===== src/rtl/rng_pkg.sv =====
// Shared types and helpers for the multi-channel RNG stream controller.
package rng_pkg;

    typedef enum logic [1:0] {
        IDLE  = 2'd0,
        RUN   = 2'd1,
        DRAIN = 2'd2
    } rng_state_e;

    localparam logic MODE_XOR = 1'b0;
    localparam logic MODE_CAT = 1'b1;

    // Ceiling division of a byte count into whole stream words; 33-bit sum avoids wrap near 2^32.
    function automatic logic [31:0] words_from_bytes(input logic [31:0] bytes,
                                                     input int unsigned bytes_per_word);
        logic [32:0] sum;
        sum = {1'b0, bytes} + 33'(bytes_per_word - 1);
        return 32'(sum / 33'(bytes_per_word));
    endfunction

endpackage


===== src/rtl/rng_sfifo.sv =====
// Synchronous first-word fall-through FIFO; the MSB of each entry carries TLAST and can be
// set after the fact on the newest entry so an aborted transfer still terminates its packet.
module rng_sfifo #(
    parameter int unsigned WIDTH = 33,
    parameter int unsigned DEPTH = 16
) (
    input  logic             clk,
    input  logic             rst_n,
    input  logic             push,
    input  logic [WIDTH-1:0] wdata,
    input  logic             pop,
    input  logic             set_last,
    output logic [WIDTH-1:0] rdata,
    output logic             full,
    output logic             empty
);

    localparam int unsigned AW = $clog2(DEPTH);
    localparam int unsigned CW = AW + 1;

    logic [WIDTH-1:0] mem [DEPTH];
    logic [AW-1:0]    wr_ptr;
    logic [AW-1:0]    rd_ptr;
    logic [CW-1:0]    count;
    logic [CW-1:0]    count_d;
    logic             do_push;
    logic             do_pop;

    assign do_push = push & ~full;
    assign do_pop  = pop & ~empty;
    assign rdata   = empty ? '0 : mem[rd_ptr];

    always_comb begin
        count_d = count + CW'(do_push) - CW'(do_pop);
    end

    // Storage carries no reset; validity is tracked solely by the pointers.
    always_ff @(posedge clk) begin
        if (do_push) begin
            mem[wr_ptr] <= wdata;
        end
        if (set_last && !empty) begin
            mem[wr_ptr - AW'(1)][WIDTH-1] <= 1'b1;
        end
    end

    always_ff @(posedge clk or negedge rst_n) begin
        if (!rst_n) begin
            wr_ptr <= '0;
            rd_ptr <= '0;
            count  <= '0;
            full   <= 1'b0;
            empty  <= 1'b1;
        end else begin
            if (do_push) wr_ptr <= wr_ptr + AW'(1);
            if (do_pop)  rd_ptr <= rd_ptr + AW'(1);
            count <= count_d;
            full  <= (count_d == CW'(DEPTH));
            empty <= (count_d == '0);
        end
    end

endmodule


===== src/rtl/rng_stream_ctrl.sv =====
// Combines NUM_CH entropy channels into DATA_W-bit words and streams them over AXI-Stream.
// Define RNG_STATS_EN to build the saturating ones-count statistic on RNG_STATS.
module rng_stream_ctrl
    import rng_pkg::*;
#(
    parameter int unsigned NUM_CH      = 4,
    parameter int unsigned DATA_W      = 32,
    parameter int unsigned FIFO_DEPTH  = 16,
    parameter int unsigned BURST_WORDS = 64
) (
    input  logic              ACLK,
    input  logic              ARESETN,
    input  logic [NUM_CH-1:0] ENT_BIT,
    input  logic [NUM_CH-1:0] ENT_VALID,
    input  logic              RNG_GO,
    input  logic              RNG_STOP,
    input  logic              RNG_MODE,
    input  logic [NUM_CH-1:0] RNG_CH_MASK,
    input  logic [31:0]       RNG_SEND_BYTES,
    output logic              RNG_RUN,
    output logic              RNG_OVER,
    output logic [31:0]       RNG_SENT_BYTES,
    output logic [31:0]       RNG_STATS,
    output logic [DATA_W-1:0] AXIS_TDATA,
    output logic              AXIS_TLAST,
    output logic              AXIS_TVALID,
    input  logic              AXIS_TREADY
);

    localparam int unsigned BPW     = DATA_W / 8;
    localparam int unsigned CNT_W   = $clog2(DATA_W + 1);
    localparam int unsigned BURST_W = (BURST_WORDS > 1) ? $clog2(BURST_WORDS) : 1;

    rng_state_e         state_q, state_d;
    logic               mode_q;
    logic [NUM_CH-1:0]  mask_q;
    logic [31:0]        target_q;
    logic [31:0]        pushed_q;
    logic [BURST_W-1:0] burst_q;
    logic [DATA_W-1:0]  pack_q, pack_d;
    logic [CNT_W-1:0]   fill_q, fill_d;
    logic               run_q;
    logic               over_q;
    logic [31:0]        sent_q;

    logic [NUM_CH-1:0]  mask_eff_c;
    logic               go_c, stop_c, sample_c, word_done_c;
    logic               push_c, drop_c, handshake_c;
    logic               last_target_c, last_burst_c;
    logic               fifo_full, fifo_empty;
    logic [DATA_W:0]    fifo_rdata;

    assign go_c          = RNG_GO && (state_q == IDLE);
    assign stop_c        = RNG_STOP && (state_q == RUN);
    assign mask_eff_c    = (mode_q == MODE_CAT) ? '1 : mask_q;
    // A sample needs every enabled channel valid; STOP in the same cycle discards it.
    assign sample_c      = (state_q == RUN) && !RNG_STOP && (mask_eff_c != '0)
                           && (&(ENT_VALID | ~mask_eff_c));
    assign word_done_c   = sample_c && (fill_d == CNT_W'(DATA_W));
    assign push_c        = word_done_c && !fifo_full;
    assign drop_c        = word_done_c && fifo_full;
    assign handshake_c   = AXIS_TVALID && AXIS_TREADY;
    assign last_target_c = (target_q != '0) && ((pushed_q + 32'd1) == target_q);
    assign last_burst_c  = (burst_q == BURST_W'(BURST_WORDS - 1));

    // New bits enter at the MSB and shift down, so the first sample ends up in bit 0.
    always_comb begin
        pack_d = pack_q;
        fill_d = fill_q;
        if (mode_q == MODE_CAT) begin
            pack_d = {ENT_BIT, pack_q[DATA_W-1:NUM_CH]};
            fill_d = fill_q + CNT_W'(NUM_CH);
        end else begin
            pack_d = {^(ENT_BIT & mask_q), pack_q[DATA_W-1:1]};
            fill_d = fill_q + CNT_W'(1);
        end
    end

    always_comb begin
        state_d = state_q;
        case (state_q)
            IDLE:    if (RNG_GO) state_d = RUN;
            RUN:     if (RNG_STOP || (push_c && last_target_c)) state_d = DRAIN;
            DRAIN:   if (fifo_empty) state_d = IDLE;
            default: state_d = IDLE;
        endcase
    end

    always_ff @(posedge ACLK or negedge ARESETN) begin
        if (!ARESETN) state_q <= IDLE;
        else          state_q <= state_d;
    end

    always_ff @(posedge ACLK or negedge ARESETN) begin
        if (!ARESETN) begin
            run_q    <= 1'b0;
            mode_q   <= MODE_XOR;
            mask_q   <= '0;
            target_q <= '0;
            pushed_q <= '0;
            burst_q  <= '0;
            pack_q   <= '0;
            fill_q   <= '0;
            over_q   <= 1'b0;
            sent_q   <= '0;
        end else begin
            run_q <= (state_d != IDLE);
            if (go_c) begin
                mode_q   <= RNG_MODE;
                mask_q   <= RNG_CH_MASK;
                target_q <= words_from_bytes(RNG_SEND_BYTES, BPW);
                pushed_q <= '0;
                burst_q  <= '0;
                pack_q   <= '0;
                fill_q   <= '0;
                over_q   <= 1'b0;
                sent_q   <= '0;
            end else begin
                if (stop_c) begin
                    pack_q <= '0;
                    fill_q <= '0;
                end else if (sample_c) begin
                    pack_q <= pack_d;
                    fill_q <= word_done_c ? '0 : fill_d;
                end
                if (push_c) begin
                    pushed_q <= pushed_q + 32'd1;
                    burst_q  <= last_burst_c ? '0 : burst_q + BURST_W'(1);
                end
                if (drop_c)      over_q <= 1'b1;
                if (handshake_c) sent_q <= sent_q + 32'(BPW);
            end
        end
    end

    rng_sfifo #(
        .WIDTH (DATA_W + 1),
        .DEPTH (FIFO_DEPTH)
    ) u_fifo (
        .clk      (ACLK),
        .rst_n    (ARESETN),
        .push     (push_c),
        .wdata    ({last_target_c | last_burst_c, pack_d}),
        .pop      (AXIS_TREADY),
        .set_last (stop_c),
        .rdata    (fifo_rdata),
        .full     (fifo_full),
        .empty    (fifo_empty)
    );

    assign AXIS_TDATA     = fifo_rdata[DATA_W-1:0];
    assign AXIS_TLAST     = fifo_rdata[DATA_W];
    assign AXIS_TVALID    = ~fifo_empty;
    assign RNG_RUN        = run_q;
    assign RNG_OVER       = over_q;
    assign RNG_SENT_BYTES = sent_q;

`ifdef RNG_STATS_EN
    localparam int unsigned ONES_W = $clog2(DATA_W + 1);
    logic [ONES_W-1:0] ones_c;
    logic [32:0]       stats_sum_c;
    logic [31:0]       stats_q;

    always_comb begin
        ones_c = '0;
        for (int i = 0; i < DATA_W; i++) begin
            ones_c = ones_c + ONES_W'(pack_d[i]);
        end
        stats_sum_c = {1'b0, stats_q} + 33'(ones_c);
    end

    // Saturating ones count over every word that enters the FIFO.
    always_ff @(posedge ACLK or negedge ARESETN) begin
        if (!ARESETN) begin
            stats_q <= '0;
        end else if (go_c) begin
            stats_q <= '0;
        end else if (push_c) begin
            stats_q <= stats_sum_c[32] ? 32'hFFFF_FFFF : stats_sum_c[31:0];
        end
    end

    assign RNG_STATS = stats_q;
`else
    assign RNG_STATS = '0;
`endif

endmodule


===== config.mk =====
export PLATFORM = sky130hd
export DESIGN_NAME = rng_stream_ctrl
export DESIGN_NICKNAME = d
export VERILOG_FILES = /design/src/rtl/rng_pkg.sv /design/src/rtl/rng_sfifo.sv /design/src/rtl/rng_stream_ctrl.sv
export SDC_FILE = /design/constraint.sdc
export NUM_CORES = 1
export LEC_CHECK = 0
export CORE_ASPECT_RATIO = 1.2
export CORE_MARGIN = 4
export CORE_UTILIZATION = 40
export CTS_BUF_LIST = sky130_fd_sc_hd__clkbuf_16
export DETAILED_ROUTE_END_ITERATION = 12
export REMOVE_ABC_BUFFERS = 1
export SYNTH_ARGS = -nofsm -noshare
export SYNTH_HDL_FRONTEND = slang
export SYNTH_SLANG_ARGS = --single-unit

===== constraint.sdc =====
create_clock -name ACLK -period 7.8 [get_ports ACLK]
set_input_delay 1.56 -clock ACLK [delete_from_list [all_inputs] [get_ports ACLK]]
set_output_delay 1.56 -clock ACLK [all_outputs]
set_load 0.02 [all_outputs]

Word level (Yosys, flattened, before mapping)
Memories as Yosys holds them, arrays and structs flattened.
Cells that the tools add are included.

word-level totals
  register bits = 163
  RAM bits = 528
  input bits = 50
  output and inout port bits = 100
  word-level logic and storage cells = 101
  memories = 1

operators by class
  add/sub/neg operators = 11
  eq/ne operators = 6
  multiplexer cells = 31
  bitwise logic cells = 8
  reductions and logical operators = 28

memory list
  memory      words  bits a word  read ports  clocked after Yosys merged registers in  wr ports  line             text
  u_fifo.mem  16     33           1           0                                        1         rng_sfifo.sv:21  logic [WIDTH-1:0] mem [DEPTH];

operators with widths
  cell                                           count
  two-way mux 32 bit                             8
  two-way mux 33 bit                             2
  two-way mux 6 bit                              8
  adder 32 x 2 -> 33 bit, second input constant  1
  OR reduction 33 bit                            1
  adder 32 x 1 -> 32 bit, second input constant  1
  adder 32 x 3 -> 32 bit, second input constant  1
  == test 32 x 31 -> 1 bit                       1
  nonzero test 32 bit                            1
  adder 6 x 1 -> 6 bit, second input constant    2
  == test 6 bit, second input constant           2
  logical AND 1 bit                              12
  adder 4 x 1 -> 4 bit, second input constant    2
  two-way mux 2 bit                              4
  two-way mux 4 bit                              2
  nonzero test 2 bit                             4
  adder 6 x 3 -> 6 bit, second input constant    1
  two-way mux 1 bit                              6
  one-hot mux 2 bit (3 select lines)             1
  adder 5 x 1 -> 5 bit                           1
  == test 5 bit, second input constant           1
  logical NOT 5 bit                              1
  subtractor 5 x 1 -> 5 bit                      1
  bitwise AND 4 bit                              1
  15 further kinds                               19

Depth between registers and ports, before layout
  word-level depth = 12
  gate-level depth with buffers = 16
  gate-level depth less buffers = 14

Hierarchy
A second synthesis with hierarchy kept.

unflattened totals
  cells, all modules = 2171
  area total of the unflattened synthesis = 30200.2 um^2

by module, submodules not included
  module           times used  cells an instance  area an instance (um^2)  seq. area each (um^2)
  rng_sfifo        1           1231               21592.0                  16071.7
  rng_stream_ctrl  1           940                8608.3                   3628.5

Least setup slack after synthesis
Ideal clock, no wire load.

  path kind = input -> register
  start = in ENT_VALID[0]
  end = mem u_fifo.mem[3][0], enable pin
  setup time = 0.461 ns
  data arrival time = 5.328 ns
  data required time = 7.339 ns
  path slack = 2.011 ns
  cell stages on the path = 8
  buffers on the path = 3
  path through = inv_1 -> a222oi_1 -> o2111ai_1 -> or4_1 -> clkbuf_1 -> clkbuf_1 -> clkbuf_1 -> nor3_1

on the way
  word-level cells in the longest chain between the ends = 9

RTL lines
  what                                     line                   text
  start: declaration                       rng_stream_ctrl.sv:14  input logic [NUM_CH-1:0] ENT_VALID,
  bitwise OR 4 bit                         rng_stream_ctrl.sv:58  && (&(ENT_VALID | ~mask_eff_c));
  AND reduction 4 bit                      rng_stream_ctrl.sv:58
  logical AND 1 bit                        rng_stream_ctrl.sv:58
  logical AND 1 bit                        rng_stream_ctrl.sv:59  assign word_done_c = sample_c && (fill_d == CNT_W'(DATA_W));
  logical AND 1 bit                        rng_stream_ctrl.sv:60  assign push_c = word_done_c && !fifo_full;
  bitwise AND 1 bit                        rng_sfifo.sv:29        assign do_push = push & ~full;
  two-way mux 1 bit                        rng_sfifo.sv:39        if (do_push) begin
  two-way mux 1 bit (not written as such)  rng_sfifo.sv:40        mem[wr_ptr] <= wdata;
  two-way mux 2 bit (no source line)       n/a
  end: declaration                         rng_sfifo.sv:21

No other way between the ends.

Final worst setup path
  start = in ENT_VALID[0]
  end = mem u_fifo.mem[1][20], enable pin

The elaborated chain is that of the path after synthesis.

==> results.yml <==
status:
  outcome: "finished clean"
routing:
  route.vias.total: 16700
  drtIter0Drc: 1072
  wl_per_cell_um: 21.7
  drtPass1Iterations: 5
  viasPerCell: 5.35
  drc_errors: 0
  ant_nets: 0
  routed_wl_um: 67600
cts:
  cts_inserted_buffers: 72
  htreeDepth: 3
  cts_setup_buffers: 0
  insertion_delay_ps: 600
  cts_tree: "yes"
  cts_root_buf: "clkbuf_16"
  clk_pin_slew_ps: 60
  cts_resized: 0
  clock-sinks: 688
  max-clock-path-buffers: 3
  hold_buffers: 0
timing:
  period_share_pct: 73.5
  hold-worst-slack_ps: 482
  slew_headroom_pct: 11.4
  tightest_slew_ps: 1330
  hold_viol: 0
  setup_ws_ps: 2060
  final.min_clock_period_ps: 5740
  finClkSkew_ps: 25.0
  setup_viol: 0
  drv_slew: 0
  fmax_mhz: 174
  fin_setup_tns_ps: 0
  rsz0062_at_grt: "no"
place:
  pre_cts_ws_ps: 1390
  numPortBuffers: 115
  gp_congestion: 0.860
  dp_cells: 2984
  placed_cell_area_mm2: 0.0321
  dpl.hpwl_um: 42500
synthesis:
  synth-async-reset-ratio_pct: 23.3
  synth_top_area_share_pct: 53.2
  synth.area.top_cells: "edfxtp_1 (53%), dfrtp_1 (13%), mux4_2 (12%)"
  ys_types: 73
  syn_area_per_cell_um2: 15.4
  netlist_instances: 1940
  yosys.area.top_type: "edfxtp_1"
  synth_sequential_area_ratio_pct: 66.6
  ys_ff_latch: 688
  syn-cell-area_mm2: 0.0298
  yosysWarnings: 0
  synth_edf_count: 528
  ys.flop_type: "edfxtp_1"
power:
  ir_drop_mv: 0.189
  p_total_mw: 11.1
  power_density_mw_per_mm2: 323
  leakagePower_nw: 12.1
worst_hold_path:
  worstHoldPathCells: 2
  holdPathEnd: "mode_q"
  min_path_type: "reg -> reg"
  hold_start: "mode_q"
global_route:
  grt_max_degree: 96
  grt_pass1_wl_um: 106000
  grt_usage_pct: 17.2
  antenna_found_initial: 0
  grt_remaining_overflow: 0
  grt_pass1_vias: 17500
critical_path:
  path_buf_inv: 7
  crit_family: "buffers and inverters"
  cp-start-kind: "primary input"
  cp-end-kind: "flip-flop"
  r2r_slack_ps: 2740
  crit_slowest_cell: "nor2_4"
  max_stage_delay_ps: 1000
  worstReg2RegEnd: "u_fifo.mem[1][20]"
  cp_max_fo: 51
  critical_path_required_ps: 8100
  reg2reg_depth: 11
  path_class: "in -> reg"
  timing.rr.start: "mode_q"
  crit_chain: "clkdlybuf4s50_1 -> inv_1 -> a222oi_1 -> o2111ai_2 -> buf_4 -> or4_1 -> buf_4 -> inv_2 -> buf_4 -> o21ai_0 -> nor2_4 -> buf_4"
  worstPathArrival_ps: 6040
  crit_path_frequent_cell: "buf_4"
floorplan:
  num_rows: 109
  initial_core_util_pct: 40.4
  fp.dieH_um: 307
  io_pins: 150
  die_x_um: 257
  core_area_mm2: 0.0738
  die-area_mm2: 0.0790
cells_and_area:
  finalInstanceArea_mm2: 0.0345
  final_cells: 3111
  nets: 2123
  fin_util_pct: 46.8
  diodes: 0
  drive_above_1_share_pct: 16.7
  area_delta_synth_final_pct: 15.7
run:
  cap_violations: 0
## kinds of logic (layout without fill, tap and decap cells)
kind of cell	Yosys count	after routing	synth area share, %
other	1	34	0.0126
muxes	203	203	13.7
AOI/OAI and AO/OA	219	219	4.31
DFF	688	688	66.6
xor gates and xnor gates	109	109	3.20
adders and majority gates	15	15	0.646
buffers and inverters	167	306	2.57
and+or+nand+nor	538	538	8.89
## worst register-to-register path, stage by stage, from the launching register on
cell	delay [ps]
dfrtp_2	350
buf_4	540
o21ai_0	320
xor2_1	210
o2111ai_1	170
or4_1	530
buf_4	300
inv_2	90
buf_4	360
o21ai_0	550
nor2_4	1010
buf_4	330
## Yosys cell counts, types with 7 or more instances
cell and number:
and3_1 15, nor4_1 19, and2_1 40, nand3_1 46, edfxtp_1 528, buf_4 34
o31ai_1 10, clkbuf_1 75, nor2_1 149, or3_1 14, a31oi_1 8, nor3_1 18
xnor2_1 59, mux4_2 165, a21oi_1 29, buf_1 20, o21ai_0 121, dfrtp_1 159
nand2_1 155, o21ai_1 7, nand2b_1 12, mux2i_1 36, ha_1 13, buf_2 9
inv_1 28, and4_1 8, xor2_1 50, nand4_1 28
## metal layers
layer / vias up / global-route usage [%] / share of wire, %
li1: 7608 / - / -
met1: 8570 / 22.3 / 42
met5: - / 0 / 0
met2: 397 / 30.3 / 52
met4: 0 / 4.44 / 2.0
met3: 82 / 2.92 / 4.4
## worst max-delay path by stage
stage / cells after the start / end / start
2_1_floorplan: 3 / AXIS_TDATA[0] / u_fifo.rd_ptr[0]
3_3_place_gp: 12 / u_fifo.mem[1][11] / ENT_VALID[0]
3_5_place_dp: 12 / u_fifo.mem[1][21] / ENT_VALID[0]
4_1_cts: 5 / AXIS_TDATA[25] / u_fifo.rd_ptr[0]
5_1_grt: 12 / u_fifo.mem[1][2] / ENT_VALID[0]
6_report: 12 / u_fifo.mem[1][20] / ENT_VALID[0]
## layout by cell type, fill, tap and decap left out, types with 4 or more instances in the layout
cell             instances
nand2_1                155
a21oi_1                 29
edfxtp_1               528
o21ai_0                121
mux2i_1                 36
inv_6                    4
nor2_1                 132
nor4_1                  19
o41ai_1                  4
and2_1                  40
xor2_1                  50
dfrtp_1                154
nand3_1                 46
or4_1                    5
bufinv_16                9
mux4_2                 165
ha_1                    13
conb_1                  34
or3_1                   14
nand4_1                 28
clkbuf_16               73
o2111ai_1                4
nor2b_1                  5
a21o_1                   5
buf_4                   32
a31oi_1                  8
o21ai_1                  7
and4_1                   8
clkdlybuf4s50_1        114
nor3_1                  17
inv_1                   41
clkinv_2                11
clkinv_1                 7
o31ai_1                 10
xnor2_1                 59
nor2_4                  15
and3_1                  15
nand2b_1                12
## where the power goes
group | internal, mW | switching, mW | leakage (nW)
clock | 2.01 | 1.41 | 1.21
combinational | 1.66 | 1.62 | 3.77
sequential | 4.12 | 0.319 | 7.12
total | 7.79 | 3.35 | 12.1
## layout make-up
cell class	count	area (um2)
clock inverters	54	542
inverters	29	109
clock buffers	73	1830
fillers	6360	39300
flip-flops and latches	688	19900
repair buffers	150	1450
multi-input cells	1118	9440
well taps	999	1250
## state kept, by name, summed over array words and instances (netlist names), 5 cells and up
register	cells
u_fifo.count	5
burst_q	6
pack_q	31
target_q	31
u_fifo.mem	528
pushed_q	32
fill_q	6
RNG_SENT_BYTES	30
Note: power is estimated with default switching activity, not from simulation.
